**src/rtl/cache_pkg.sv**
```systemverilog
// Shared cache geometry defaults, entry field layout and way index type.
// Entry layout MSB->LSB: valid, lru, dirty, tag, data.
package cache_pkg;
  localparam int DEF_WAYS            = 4;
  localparam int DEF_LINE_SIZE_BYTES = 4;
  localparam int DEF_LRU_BITS        = 1;
  localparam int DEF_VALID_BITS      = 1;
  localparam int DEF_DIRTY_BITS      = 1;
  localparam int DEF_TAG_BITS        = 18;
  localparam int DEF_DATA_W          = DEF_LINE_SIZE_BYTES * 8;

  localparam int DATA_LSB  = 0;
  localparam int TAG_LSB   = DATA_LSB + DEF_DATA_W;
  localparam int DIRTY_LSB = TAG_LSB + DEF_TAG_BITS;
  localparam int LRU_LSB   = DIRTY_LSB + DEF_DIRTY_BITS;
  localparam int VALID_LSB = LRU_LSB + DEF_LRU_BITS;

  typedef logic [$clog2(DEF_WAYS)-1:0] way_idx_t;
endpackage

```
**src/rtl/cache_way_sel_prio_enc_lsb.sv**
```systemverilog
// Lowest-index-first encoder: binary index of the lowest set bit plus a found flag.
module prio_enc_lsb #(
  parameter int N     = 4,
  parameter int IDX_W = (N > 1) ? $clog2(N) : 1
) (
  input  logic [N-1:0]     i_vec,
  output logic [IDX_W-1:0] o_idx,
  output logic             o_found
);
  always_comb begin
    o_idx   = '0;
    o_found = |i_vec;
    // Scan downwards so the lowest set bit is the last one written.
    for (int i = N - 1; i >= 0; i--) begin
      if (i_vec[i]) o_idx = IDX_W'(i);
    end
  end
endmodule

```
**src/rtl/cache_way_sel.sv**
```systemverilog
// Two-stage way-select / hit-resolution stage: tag compare, hit-way and victim
// selection in S1, word select and output registers in S2, valid/ready on both sides.
module cache_way_sel
  import cache_pkg::*;
#(
  parameter int WAYS            = DEF_WAYS,
  parameter int LINE_SIZE_BYTES = DEF_LINE_SIZE_BYTES,
  parameter int LRU_BITS        = DEF_LRU_BITS,
  parameter int VALID_BITS      = DEF_VALID_BITS,
  parameter int DIRTY_BITS      = DEF_DIRTY_BITS,
  parameter int TAG_BITS        = DEF_TAG_BITS,
  localparam int DATA_W  = LINE_SIZE_BYTES * 8,
  localparam int ENTRY_W = VALID_BITS + LRU_BITS + DIRTY_BITS + TAG_BITS + DATA_W,
  localparam int WORDS   = DATA_W / 32,
  localparam int OFF_W   = (WORDS > 1) ? $clog2(WORDS) : 1,
  localparam int WAY_W   = $clog2(WAYS)
) (
  input  logic                    i_clk,
  input  logic                    i_rst,
  input  logic                    i_valid,
  output logic                    o_ready,
  input  logic [TAG_BITS-1:0]     i_tag,
  input  logic [OFF_W-1:0]        i_offset,
  input  logic [WAYS*ENTRY_W-1:0] i_entries,
  output logic                    o_valid,
  input  logic                    i_ready,
  output logic                    o_hit,
  output logic                    o_multi_hit,
  output logic [WAY_W-1:0]        o_way,
  output logic [DATA_W-1:0]       o_line,
  output logic [31:0]             o_word,
  output logic [WAY_W-1:0]        o_victim,
  output logic                    o_victim_dirty
);
  localparam int L_TAG_LSB   = DATA_W;
  localparam int L_DIRTY_LSB = L_TAG_LSB + TAG_BITS;
  localparam int L_LRU_LSB   = L_DIRTY_LSB + DIRTY_BITS;
  localparam int L_VALID_LSB = L_LRU_LSB + LRU_BITS;

  logic [WAYS-1:0]   w_valid, w_dirty, w_lru0, w_match;
  logic [DATA_W-1:0] w_data [WAYS];

  always_comb begin
    for (int w = 0; w < WAYS; w++) begin
      w_valid[w] = i_entries[w*ENTRY_W + L_VALID_LSB];
      w_dirty[w] = i_entries[w*ENTRY_W + L_DIRTY_LSB];
      w_lru0[w]  = (i_entries[w*ENTRY_W + L_LRU_LSB +: LRU_BITS] == '0);
      w_match[w] = w_valid[w] && (i_entries[w*ENTRY_W + L_TAG_LSB +: TAG_BITS] == i_tag);
      w_data[w]  = i_entries[w*ENTRY_W +: DATA_W];
    end
  end

  logic             w_hit, w_inv_found, w_lru_found;
  logic [WAY_W-1:0] w_hit_way, w_inv_way, w_lru_way;

  prio_enc_lsb #(.N(WAYS), .IDX_W(WAY_W)) u_hit_enc (
    .i_vec(w_match), .o_idx(w_hit_way), .o_found(w_hit));
  prio_enc_lsb #(.N(WAYS), .IDX_W(WAY_W)) u_inv_enc (
    .i_vec(~w_valid), .o_idx(w_inv_way), .o_found(w_inv_found));
  prio_enc_lsb #(.N(WAYS), .IDX_W(WAY_W)) u_lru_enc (
    .i_vec(w_lru0), .o_idx(w_lru_way), .o_found(w_lru_found));

  // Clearing the lowest set bit leaves something only if two or more matched.
  logic w_multi;
  assign w_multi = |(w_match & (w_match - WAYS'(1)));

  logic [DATA_W-1:0] w_line;
  logic [WAY_W-1:0]  w_victim;
  logic              w_victim_dirty;

  always_comb begin
    w_line         = '0;
    w_victim_dirty = 1'b0;
    w_victim       = w_inv_found ? w_inv_way : (w_lru_found ? w_lru_way : '0);
    for (int w = 0; w < WAYS; w++) begin
      if (w_hit && (w_hit_way == WAY_W'(w))) w_line = w_data[w];
      if (w_victim == WAY_W'(w)) w_victim_dirty = w_valid[w] & w_dirty[w];
    end
  end

  logic w_s1_ld, w_s2_ld;
  logic r_s1_v, r_s2_v;
  assign w_s2_ld = !r_s2_v || i_ready;
  assign w_s1_ld = !r_s1_v || w_s2_ld;
  assign o_ready = w_s1_ld;

  logic              r_s1_hit, r_s1_multi, r_s1_vdirty;
  logic [WAY_W-1:0]  r_s1_way, r_s1_victim;
  logic [DATA_W-1:0] r_s1_line;
  logic [OFF_W-1:0]  r_s1_off;

  always_ff @(posedge i_clk) begin
    if (i_rst) begin
      r_s1_v      <= 1'b0;
      r_s1_hit    <= 1'b0;
      r_s1_multi  <= 1'b0;
      r_s1_way    <= '0;
      r_s1_line   <= '0;
      r_s1_off    <= '0;
      r_s1_victim <= '0;
      r_s1_vdirty <= 1'b0;
    end else if (w_s1_ld) begin
      r_s1_v <= i_valid;
      if (i_valid) begin
        r_s1_hit    <= w_hit;
        r_s1_multi  <= w_multi;
        r_s1_way    <= w_hit ? w_hit_way : '0;
        r_s1_line   <= w_line;
        r_s1_off    <= i_offset;
        r_s1_victim <= w_victim;
        r_s1_vdirty <= w_victim_dirty;
      end
    end
  end

  logic [31:0] w_word;
  always_comb begin
    w_word = '0;
    if (WORDS == 1) w_word = r_s1_line[31:0];
    else begin
      for (int k = 0; k < WORDS; k++) begin
        if (r_s1_off == OFF_W'(k)) w_word = r_s1_line[32*k +: 32];
      end
    end
  end

  always_ff @(posedge i_clk) begin
    if (i_rst) begin
      r_s2_v         <= 1'b0;
      o_hit          <= 1'b0;
      o_multi_hit    <= 1'b0;
      o_way          <= '0;
      o_line         <= '0;
      o_word         <= '0;
      o_victim       <= '0;
      o_victim_dirty <= 1'b0;
    end else if (w_s2_ld) begin
      r_s2_v <= r_s1_v;
      if (r_s1_v) begin
        o_hit          <= r_s1_hit;
        o_multi_hit    <= r_s1_multi;
        o_way          <= r_s1_way;
        o_line         <= r_s1_line;
        o_word         <= w_word;
        o_victim       <= r_s1_victim;
        o_victim_dirty <= r_s1_vdirty;
      end
    end
  end

  assign o_valid = r_s2_v;
endmodule

```
**config.mk**
```make
export PLATFORM = sky130hd
export DESIGN_NAME = cache_way_sel
export DESIGN_NICKNAME = d
export VERILOG_FILES = /design/src/rtl/cache_pkg.sv /design/src/rtl/cache_way_sel_prio_enc_lsb.sv /design/src/rtl/cache_way_sel.sv
export SDC_FILE = /design/constraint.sdc
export NUM_CORES = 1
export LEC_CHECK = 0
export ABC_AREA = 1
export BUFFER_PORTS_ARGS = -buffer_cell sky130_fd_sc_hd__buf_2
export CORE_AREA = 10 10 182 150
export DETAILED_ROUTE_END_ITERATION = 8
export DIE_AREA = 0 0 192 160
export PLACE_DENSITY = 0.5
export SYNTH_ARGS = -nofsm -noshare
export SYNTH_HDL_FRONTEND = slang
export SYNTH_SLANG_ARGS = --single-unit
export TNS_END_PERCENT = 5
```
**constraint.sdc**
```tcl
create_clock -name i_clk -period 5.35 [get_ports i_clk]
set_input_delay 1.07 -clock i_clk [delete_from_list [all_inputs] [get_ports i_clk]]
set_output_delay 1.07 -clock i_clk [all_outputs]
set_load 0.01 [all_outputs]
```
Word-level counts from Yosys, hierarchy flattened
Cells that the tools add are included.
{ "word_totals": {"register_bits": 80, "in_bits": 235, "out_inout_bits": 73, "elab_cells": 78} }
{ "op_classes": {"add_sub_neg": 1, "eq_ne": 10, "mux": 23, "bitwise_logic": 10, "n_reduce_logical": 20} }
{ "ops": {"columns": ["operator", "n"], "rows": [
  ["$mux W32", 4],
  ["$eq A18 B18 Y1", 4],
  ["$mux W2", 15],
  ["$reduce_or A4 Y1", 4],
  ["$eq A2 B2 Y1 const B", 4],
  ["$logic_and A1 B1 Y1", 8],
  ["$and A1 B1 Y1", 4],
  ["$and A4 B4 Y4", 1],
  ["$eq A2 B1 Y1 const B", 2],
  ["$logic_not A2 Y1", 2],
  ["$mux W1", 4],
  ["$not A1 Y1", 4],
  ["$not A4 Y4", 1],
  ["$reduce_and A2 Y1", 2],
  ["$sub A4 B1 Y4 const B", 1],
  ["$logic_not A1 Y1", 2],
  ["$logic_or A1 B1 Y1", 2]
]} }

Logic depth before layout (Yosys ltp)
Gate-level depths: netlist of run 1.
{ "logic_depth": {"depth_word": 12, "ltp_mapped": 16} }

Hierarchy
From an unflattened synthesis of run 1, not the netlist that was laid out.
{ "unflattened": {"cells_unflattened": 970, "hier_area_um2": 5746.8} }
{ "by_module_without_submodules": {"columns": ["mod", "n_inst", "cells_per_inst", "area_per_inst_um2"], "rows": [
  ["cache_way_sel", 1, 943, 5607.9],
  ["prio_enc_lsb", 3, 9, 46.3]
]} }

Worst setup path before layout of run 1
Ideal clock, no wire load.
{ "synth_timing": {"path_type": "input-to-reg", "from": "input i_tag[17]", "to": "register r_s1_line[26]", "setup_ps": 119, "arrival_ps": 2366, "path_slack_ps": 2865, "cell_stages": 11, "path_cell_list": "buf_6 -> xor2_1 -> nor3_2 -> nand2_1 -> nor2_4 -> nor2_2 -> buf_2 -> nand2_1 -> nand3_1 -> a21oi_2 -> nor2_2"} }
{ "synth_between": {"elab_chain_cells": 12} }
{ "synth_rtl": {"columns": ["item", "line_no", "source"], "rows": [
  ["start: declaration", "cache_way_sel.sv:22", "input logic [TAG_BITS-1:0] i_tag,"],
  ["$eq A18 B18 Y1", "cache_way_sel.sv:48", "w_match[w] = w_valid[w] && (i_entries[w*ENTRY_W + L_TAG_LSB +: TAG_BITS] == i_tag);"],
  ["$logic_and A1 B1 Y1", "cache_way_sel.sv:48", null],
  ["$mux W2 (4 in series)", "cache_way_sel_prio_enc_lsb.sv:15", "if (i_vec[i]) o_idx = IDX_W'(i);"],
  ["$logic_not A2 Y1", "cache_way_sel.sv:76", "if (w_hit && (w_hit_way == WAY_W'(w))) w_line = w_data[w];"],
  ["$logic_and A1 B1 Y1", "cache_way_sel.sv:76", null],
  ["$mux W32 (3 in series)", "cache_way_sel.sv:76", null],
  ["$mux W32 (*)", "cache_way_sel.sv:76", null],
  ["end signal: assignment", "cache_way_sel.sv:108", "r_s1_line <= w_line;"],
  ["end: declaration", "cache_way_sel.sv:89", "logic [DATA_W-1:0] r_s1_line;"]
]} }
Every way passes the cells marked *; elsewhere a longest branch is shown, timed or not.
A chain may end at the register's enable or synchronous reset.

Final worst setup path of run 1
{ "layout_timing": {"from": "input i_tag[2]", "to": "register r_s1_line[8]"} }
Same word-level chain as after synthesis.

==> results.md, run 1 <==
- Initial antenna violation count: 3
- Flop pwr share: 41.0%
- Iter 0 DRT Violations: 273
- Die X: 192 um
- P per Cell Area: 209 nW/um^2
- Clk slew on worst S/H paths: 0.07 ns
- Setup-failing EPs final: 0
- Slew headroom: 31.9%
- Min Hold Slack: 0.464 ns
- Critical register-to-register path startpoint: o_valid
- Max-cap viol count: 0
- Yosys top cell area share: 27.7%
- RD Place Congestion: 0.843
- Mapped Cells: 999
- Crit path kind: in2reg
- DRT antenna net count: 0
- Crit-path cells: buf_2 -> xnor2_1 -> nand2_1 -> nor2_1 -> nand3_1 -> nor2_4 -> nand3_2 -> buf_4 -> nor2_1 -> nor2_1 -> a21oi_1 -> nor2_1
- Fin crit share: 65.8%
- Grt ovf: 0
- Hold Vio Cnt, Final: 0
- Top cells by area, synth: dfxtp_1, nand2_1, nor2_1
- Worst hold-check path type: reg2reg
- Largest net degree at the start of global routing: 65
- Slowest CP cell: nand3_2
- Worst flop-to-flop path endpoint: r_s1_vdirty
- GRT Total Usage: 15.1%
- Max Slew Vio Count: 0
- Total Die Area: 30700 um^2
- Syn nets: 1234
- Main flop type after synthesis: dfxtp_1
- Logic pwr share: 21.8%
- Internal: 1.10 mW
- Starting Density: 24.3%
- Fillers: 2777
- Crit path top cell by count: nor2_1
- First-pass GRT wire length: 36600 um
- Post-DP HPWL: 19800 um
- Sequential fraction of the synthesis area: 27.7%
- DP Worst Slack: 1.35 ns
- Vias in the first global route: 6499
- Clk sinks: 80
- Clock Skew: 0.00725 ns
- Fmax: 284 MHz
- Crit path largest cell delay: 0.72 ns
- Drt pass-1 iters: 5
- Syn avg cell area: 5.80 um^2
- CP Max Fanout: 38
- Clk_lat worst skew: 0.34 ns
- PortBufs: 306
- Hold path startpoint: r_s1_line[2]
- CP Data Arrival Time: 3.75 ns
- H-tree level count: 3
- VDD IR max: 0.132 mV
- Die span in y: 160 um
- Post-CTS setup buffers: 0
- Min Tclk post-route: 3.52 ns
- Fin worst setup slack: 1.83 ns
- WL/cell: 15.4 um
- Final Power: 1.58 mW
- Post-DR vias/cell: 4.26
- Fin Setup TNS: 0 ns
- N_diodes: 0
- Commonest cells post-synth: nand2_1, nor2_1, dfxtp_1
- Share of post-route cells with drive strength above 1: 30.4%
- Core area: 23800 um^2
- Largest area contributor in the netlist: dfxtp_1
- Hold endpoint: r_s1_line[2]
- Async S/R FF share, synth: 0%
- CTS tree: built
- Status: finished clean
- Net Sw Power: 0.485 mW
- Row count: 51
- Routed WL: 24200 um
- Via count: 6682
- Net count, final: 1482
- Worst Path Required: 5.58 ns
- Clk pwr share: 37.2%
- Post-synthesis cell area: 5790 um^2
- Hold-fix buffers, CTS: 0
- DRC viols: 0
- CTS Buf Count: 9
- Switching share of power: 30.7%
- Worst reg2reg setup slack: 3.23 ns
- Yosys cell types: 30
- FF+latch count, synth: 80
- Worst Tran Pin Value: 1.02 ns
- Worst hold path cell count: 2
- Cts repair resizes: 0
- Area growth, synth to finish: 30.7%
- Most common cell in the netlist: nand2_1
- FF-to-FF path depth: 8
- CP Launch Type: input port
- Post-synth EDFFs: 0
- Crit. End Element: flop
- Unrepaired setup endpoints after global routing: no
- I/O pin count: 308
- Synth Warn #: 0
- Clock Tree Buf Depth: 2
- Clock Root Buffer: clkbuf_16
- Pleak: 4.02 nW
-- how the worst max path moves through the flow --
stage	startpoint	endpoint	slack (ns)	depth (start not counted)
floorplan	i_tag[17]	r_s1_line[26]	2.87	11
global placement	i_tag[2]	r_s1_line[8]	1.45	12
detailed placement	i_tag[2]	r_s1_line[8]	1.35	12
CTS	i_tag[2]	r_s1_line[8]	1.70	12
global route	i_tag[2]	r_s1_line[8]	1.51	12
finish	i_tag[2]	r_s1_line[8]	1.83	12
-- cell families after synthesis --
kind of cell / after synthesis / synth area share [%]
AO/OA/AOI/OAI: 127 / 11.8
AND/OR/NAND/NOR: 596 / 42.8
buffers and inverters: 180 / 15.3
XOR/XNOR: 16 / 2.42
flip-flops: 80 / 27.7
-- cells in the final DEF, fill, tap and decap left out, drive strengths merged --
cell and instances:
buf 314, nand2 312, nor2 195, inv 98, o21ai 81, dfxtp 80, nand3 72, a21oi 42
nand3b 12, clkinv 11, xor2 10, clkbuf 9, xnor2 6, nor3 3, nand4 2, a31oi 2
o211ai 1, o22ai 1, clkinvlp 1
-- through the flow --
| stage | util, % | cells | cell area (um^2) |
|---|---|---|---|
| after CTS | 31.8 | 1570 | 7570 |
| final | 31.8 | 1570 | 7570 |
| after global routing | 31.8 | 1570 | 7570 |
| after global placement | 30.6 | 1554 | 7280 |
| after floorplan | - | 999 | 5790 |
| after detailed placement | 30.6 | 1554 | 7280 |
-- per-layer routing --
| layer | track usage [%] | share of wire [%] |
|---|---|---|
| met5 | 0 | 0.11 |
| met4 | 2.01 | 0.55 |
| met3 | 3.92 | 7.2 |
| met2 | 25.5 | 47 |
| met1 | 19.3 | 45 |
-- registers in the layout, indices dropped and copies added (netlist names), 2 cells and up --
signal / count
r_s1_way: 2
o_way: 2
o_word: 32
r_s1_victim: 2
r_s1_line: 32
o_victim: 2
-- critical path: cells and delay by family --
family | cells | cell delay, ns
simple gates | 8 | 1.76
buf+inv | 2 | 0.54
compound gates | 1 | 0.17
xor+xnor | 1 | 0.16
-- layout make-up --
class,count,area [um^2],area share (%)
Clock buffer,9,225,2.98
Clock inverter,7,60.1,0.794
Inverter,103,387,5.11
Multi-Input combinational cell,739,3300,43.7
Sequential cell,80,1600,21.2
Tap cell,318,398,5.26
Timing Repair Buffer,314,1590,21.0
-- power groups by stage --
stage,clock [mW],sequential (mW),combinational (mW)
global route,0.637,0.652,0.394
CTS,0.616,0.649,0.350
floorplan,0,0.665,0.181
finish,0.588,0.648,0.346
detailed placement,0,0.662,0.349
global placement,0,0.661,0.348
(Power assumes the default switching activity.)
==> inputs of run 2 (changes only) <==
==> constraint.sdc (replaced) <==
create_clock -name i_clk -period 3.26 [get_ports i_clk]
set_input_delay 0.652 -clock i_clk [delete_from_list [all_inputs] [get_ports i_clk]]
set_output_delay 0.652 -clock i_clk [all_outputs]
set_load 0.01 [all_outputs]
==> results.md, run 2 (same netlist as run 1, synthesis figures left out) <==
- Worst reg2reg setup slack: 1.64 ns (was 3.23 ns)
- Buffers & Inverters on Critical Path: 1 (was 2)
- GRT Total Usage: 15.0% (was 15.1%)
- Worst flop-to-flop path endpoint: r_s1_line[19] (was r_s1_vdirty)
- Row count: 51 (unchanged)
- Clock Skew: 0.00457 ns (was 0.00725 ns)
- Total Die Area: 30700 um^2 (unchanged)
- DRT antenna net count: 0 (unchanged)
- CTS Buf Count: 9 (unchanged)
- CTS tree: built (unchanged)
- Crit path largest cell delay: 0.86 ns (was 0.72 ns)
- Hold endpoint: r_s1_line[28] (was r_s1_line[2])
- Fin crit share: 80.6%
- Register area: 1600 um^2 (unchanged)
- First-pass GRT wire length: 36500 um (was 36600 um)
- Die span in y: 160 um (unchanged)
- Share of post-route cells with drive strength above 1: 31.0% (was 30.4%)
- Starting Density: 24.3% (unchanged)
- Slew headroom: 28.6% (was 31.9%)
- Setup-failing EPs final: 0 (unchanged)
- Biggest regs: o_word (32), r_s1_line (32) (unchanged)
- Hold Vio Cnt, Final: 0 (unchanged)
- Via count: 6755 (was 6682)
- Drt pass-1 iters: 4 (was 5)
- Clk_lat worst skew: 0.33 ns (was 0.34 ns)
- Hold path startpoint: r_s1_line[28] (was r_s1_line[2])
- Post-DR vias/cell: 4.27 (was 4.26)
- Critical register-to-register path startpoint: o_valid (unchanged)
- Post-DP HPWL: 20200 um (was 19800 um)
- VDD IR max: 0.208 mV (was 0.132 mV)
- Final Power: 2.66 mW (was 1.58 mW)
- Crit path max-delay family: simple AND/OR/NAND/NOR gates (unchanged)
- Utilization after layout: 32.4% (was 31.8%)
- Largest net degree at the start of global routing: 65 (unchanged)
- Hold-fix buffers, CTS: 0 (unchanged)
- Pleak: 4.09 nW (was 4.02 nW)
- Area growth, synth to finish: 33.1% (was 30.7%)
- Crit path kind: in2reg (unchanged)
- Worst Tran Pin Value: 1.07 ns (was 1.02 ns)
- Max Slew Vio Count: 0 (unchanged)
- H-tree level count: 3 (unchanged)
- Worst Path Required: 3.53 ns (was 5.58 ns)
- PortBufs: 306 (unchanged)
- Post-CTS setup buffers: 0 (unchanged)
- CP Data Arrival Time: 2.90 ns (was 3.75 ns)
- Clk sinks: 80 (unchanged)
- Most frequent cells in the layout: nand2_1, buf_2, nor2_1 (unchanged)
- Iter 0 DRT Violations: 238 (was 273)
- I/O pin count: 308 (unchanged)
- WL/cell: 15.4 um (about the same)
- Fin Setup TNS: 0 ns (unchanged)
- Min Tclk post-route: 2.63 ns
- Fmax: 380 MHz
- Cts repair resizes: 0 (unchanged)
- Clk slew on worst S/H paths: 0.06 ns (was 0.07 ns)
- Max-cap viol count: 0 (unchanged)
- Clock Tree Buf Depth: 2 (unchanged)
- Routed WL: 24300 um (was 24200 um)
- Crit. End Element: flop (unchanged)
- Worst hold-check path type: reg2reg (unchanged)
- Most common cell after layout, fill and taps aside: nand2_1 (unchanged)
- Area of the multi-input gates: 3300 um^2 (unchanged)
- Worst Setup SP: i_tag[4] (was i_tag[2])
- Crit-path cells: buf_2 -> xor2_1 -> nor3_1 -> nand3_2 -> nor2_2 -> nand2_1 -> nand3_1 -> a21oi_1 -> nor2_1 (was buf_2 -> xnor2_1 -> nand2_1 -> nor2_1 -> nand3_1 -> nor2_4 -> nand3_2 -> buf_4 -> nor2_1 -> nor2_1 -> a21oi_1 -> nor2_1)
- DRC viols: 0 (unchanged)
- FF-to-FF path depth: 7 (was 8)
- Clock Root Buffer: clkbuf_16 (unchanged)
- Worst hold path cell count: 2 (unchanged)
- Post-Layout Inst Area: 7710 um^2 (was 7570 um^2)
- P per Cell Area: 345 nW/um^2 (was 209 nW/um^2)
- Unrepaired setup endpoints after global routing: no (unchanged)
- Net count, final: 1492 (was 1482)
- RD Place Congestion: 0.886 (was 0.843)
- Fillers: 2763 (was 2777)
- Slowest CP cell: nor2_2 (was nand3_2)
- Placed Area: 7390 um^2 (was 7280 um^2)
- CP Launch Type: input port (unchanged)
- Core area: 23800 um^2 (unchanged)
- Die X: 192 um (unchanged)
- CP Max Fanout: 21 (was 38)
- Initial antenna violation count: 2 (was 3)
- Vias in the first global route: 6621 (was 6499)
- Grt ovf: 0 (unchanged)
- Status: finished clean (unchanged)
run 2: worst max-delay path by stage:
stage,to,cells after the start
final,r_s1_line[22],9
after global routing,r_s1_line[20],13
after CTS,r_s1_line[22],13
after detailed placement,r_s1_line[22],13
after global placement,r_s1_line[19],13
after floorplan,r_s1_line[26],11
run 2: through the flow:
step	setup WS [ns]	hold WS, ns	std cells
floorplan	1.19	0.442	999
global placement	0.279	0.452	1564
detailed placement	0.235	0.456	1564
CTS	0.592	0.466	1580
global route	0.362	0.481	1581
finish	0.631	0.464	1583
run 2: worst min-delay path, cell delays in order (launching register included):
cell     delay [ns]
dfxtp_1        0.30
nand2_1        0.06
a21oi_1        0.05
run 2: where the power goes:
group / switching, mW / internal (mW)
Clock: 0.410 / 0.617
Combinational: 0.327 / 0.244
Sequential: 0.0346 / 1.03
run 2: layout make-up:
class / instances / share of cell area [%]
sequential: 80 / 20.8
tap: 318 / 5.16
clock inverter: 6 / 0.893
timing repair buffer: 324 / 22.1
antenna: 3 / 0.0974
multi-input combinational: 739 / 42.9
inverter: 103 / 5.01
clock buffer: 10 / 3.10
run 2: per-layer routing:
layer  vias up  track usage, %  part of all wire [%]
met5         -               0                     0
li1       3590               -                     -
met1      2968            18.7                    45
met4         0            2.53                   1.1
met3        15            3.96                   6.7
met2       182            25.6                    47
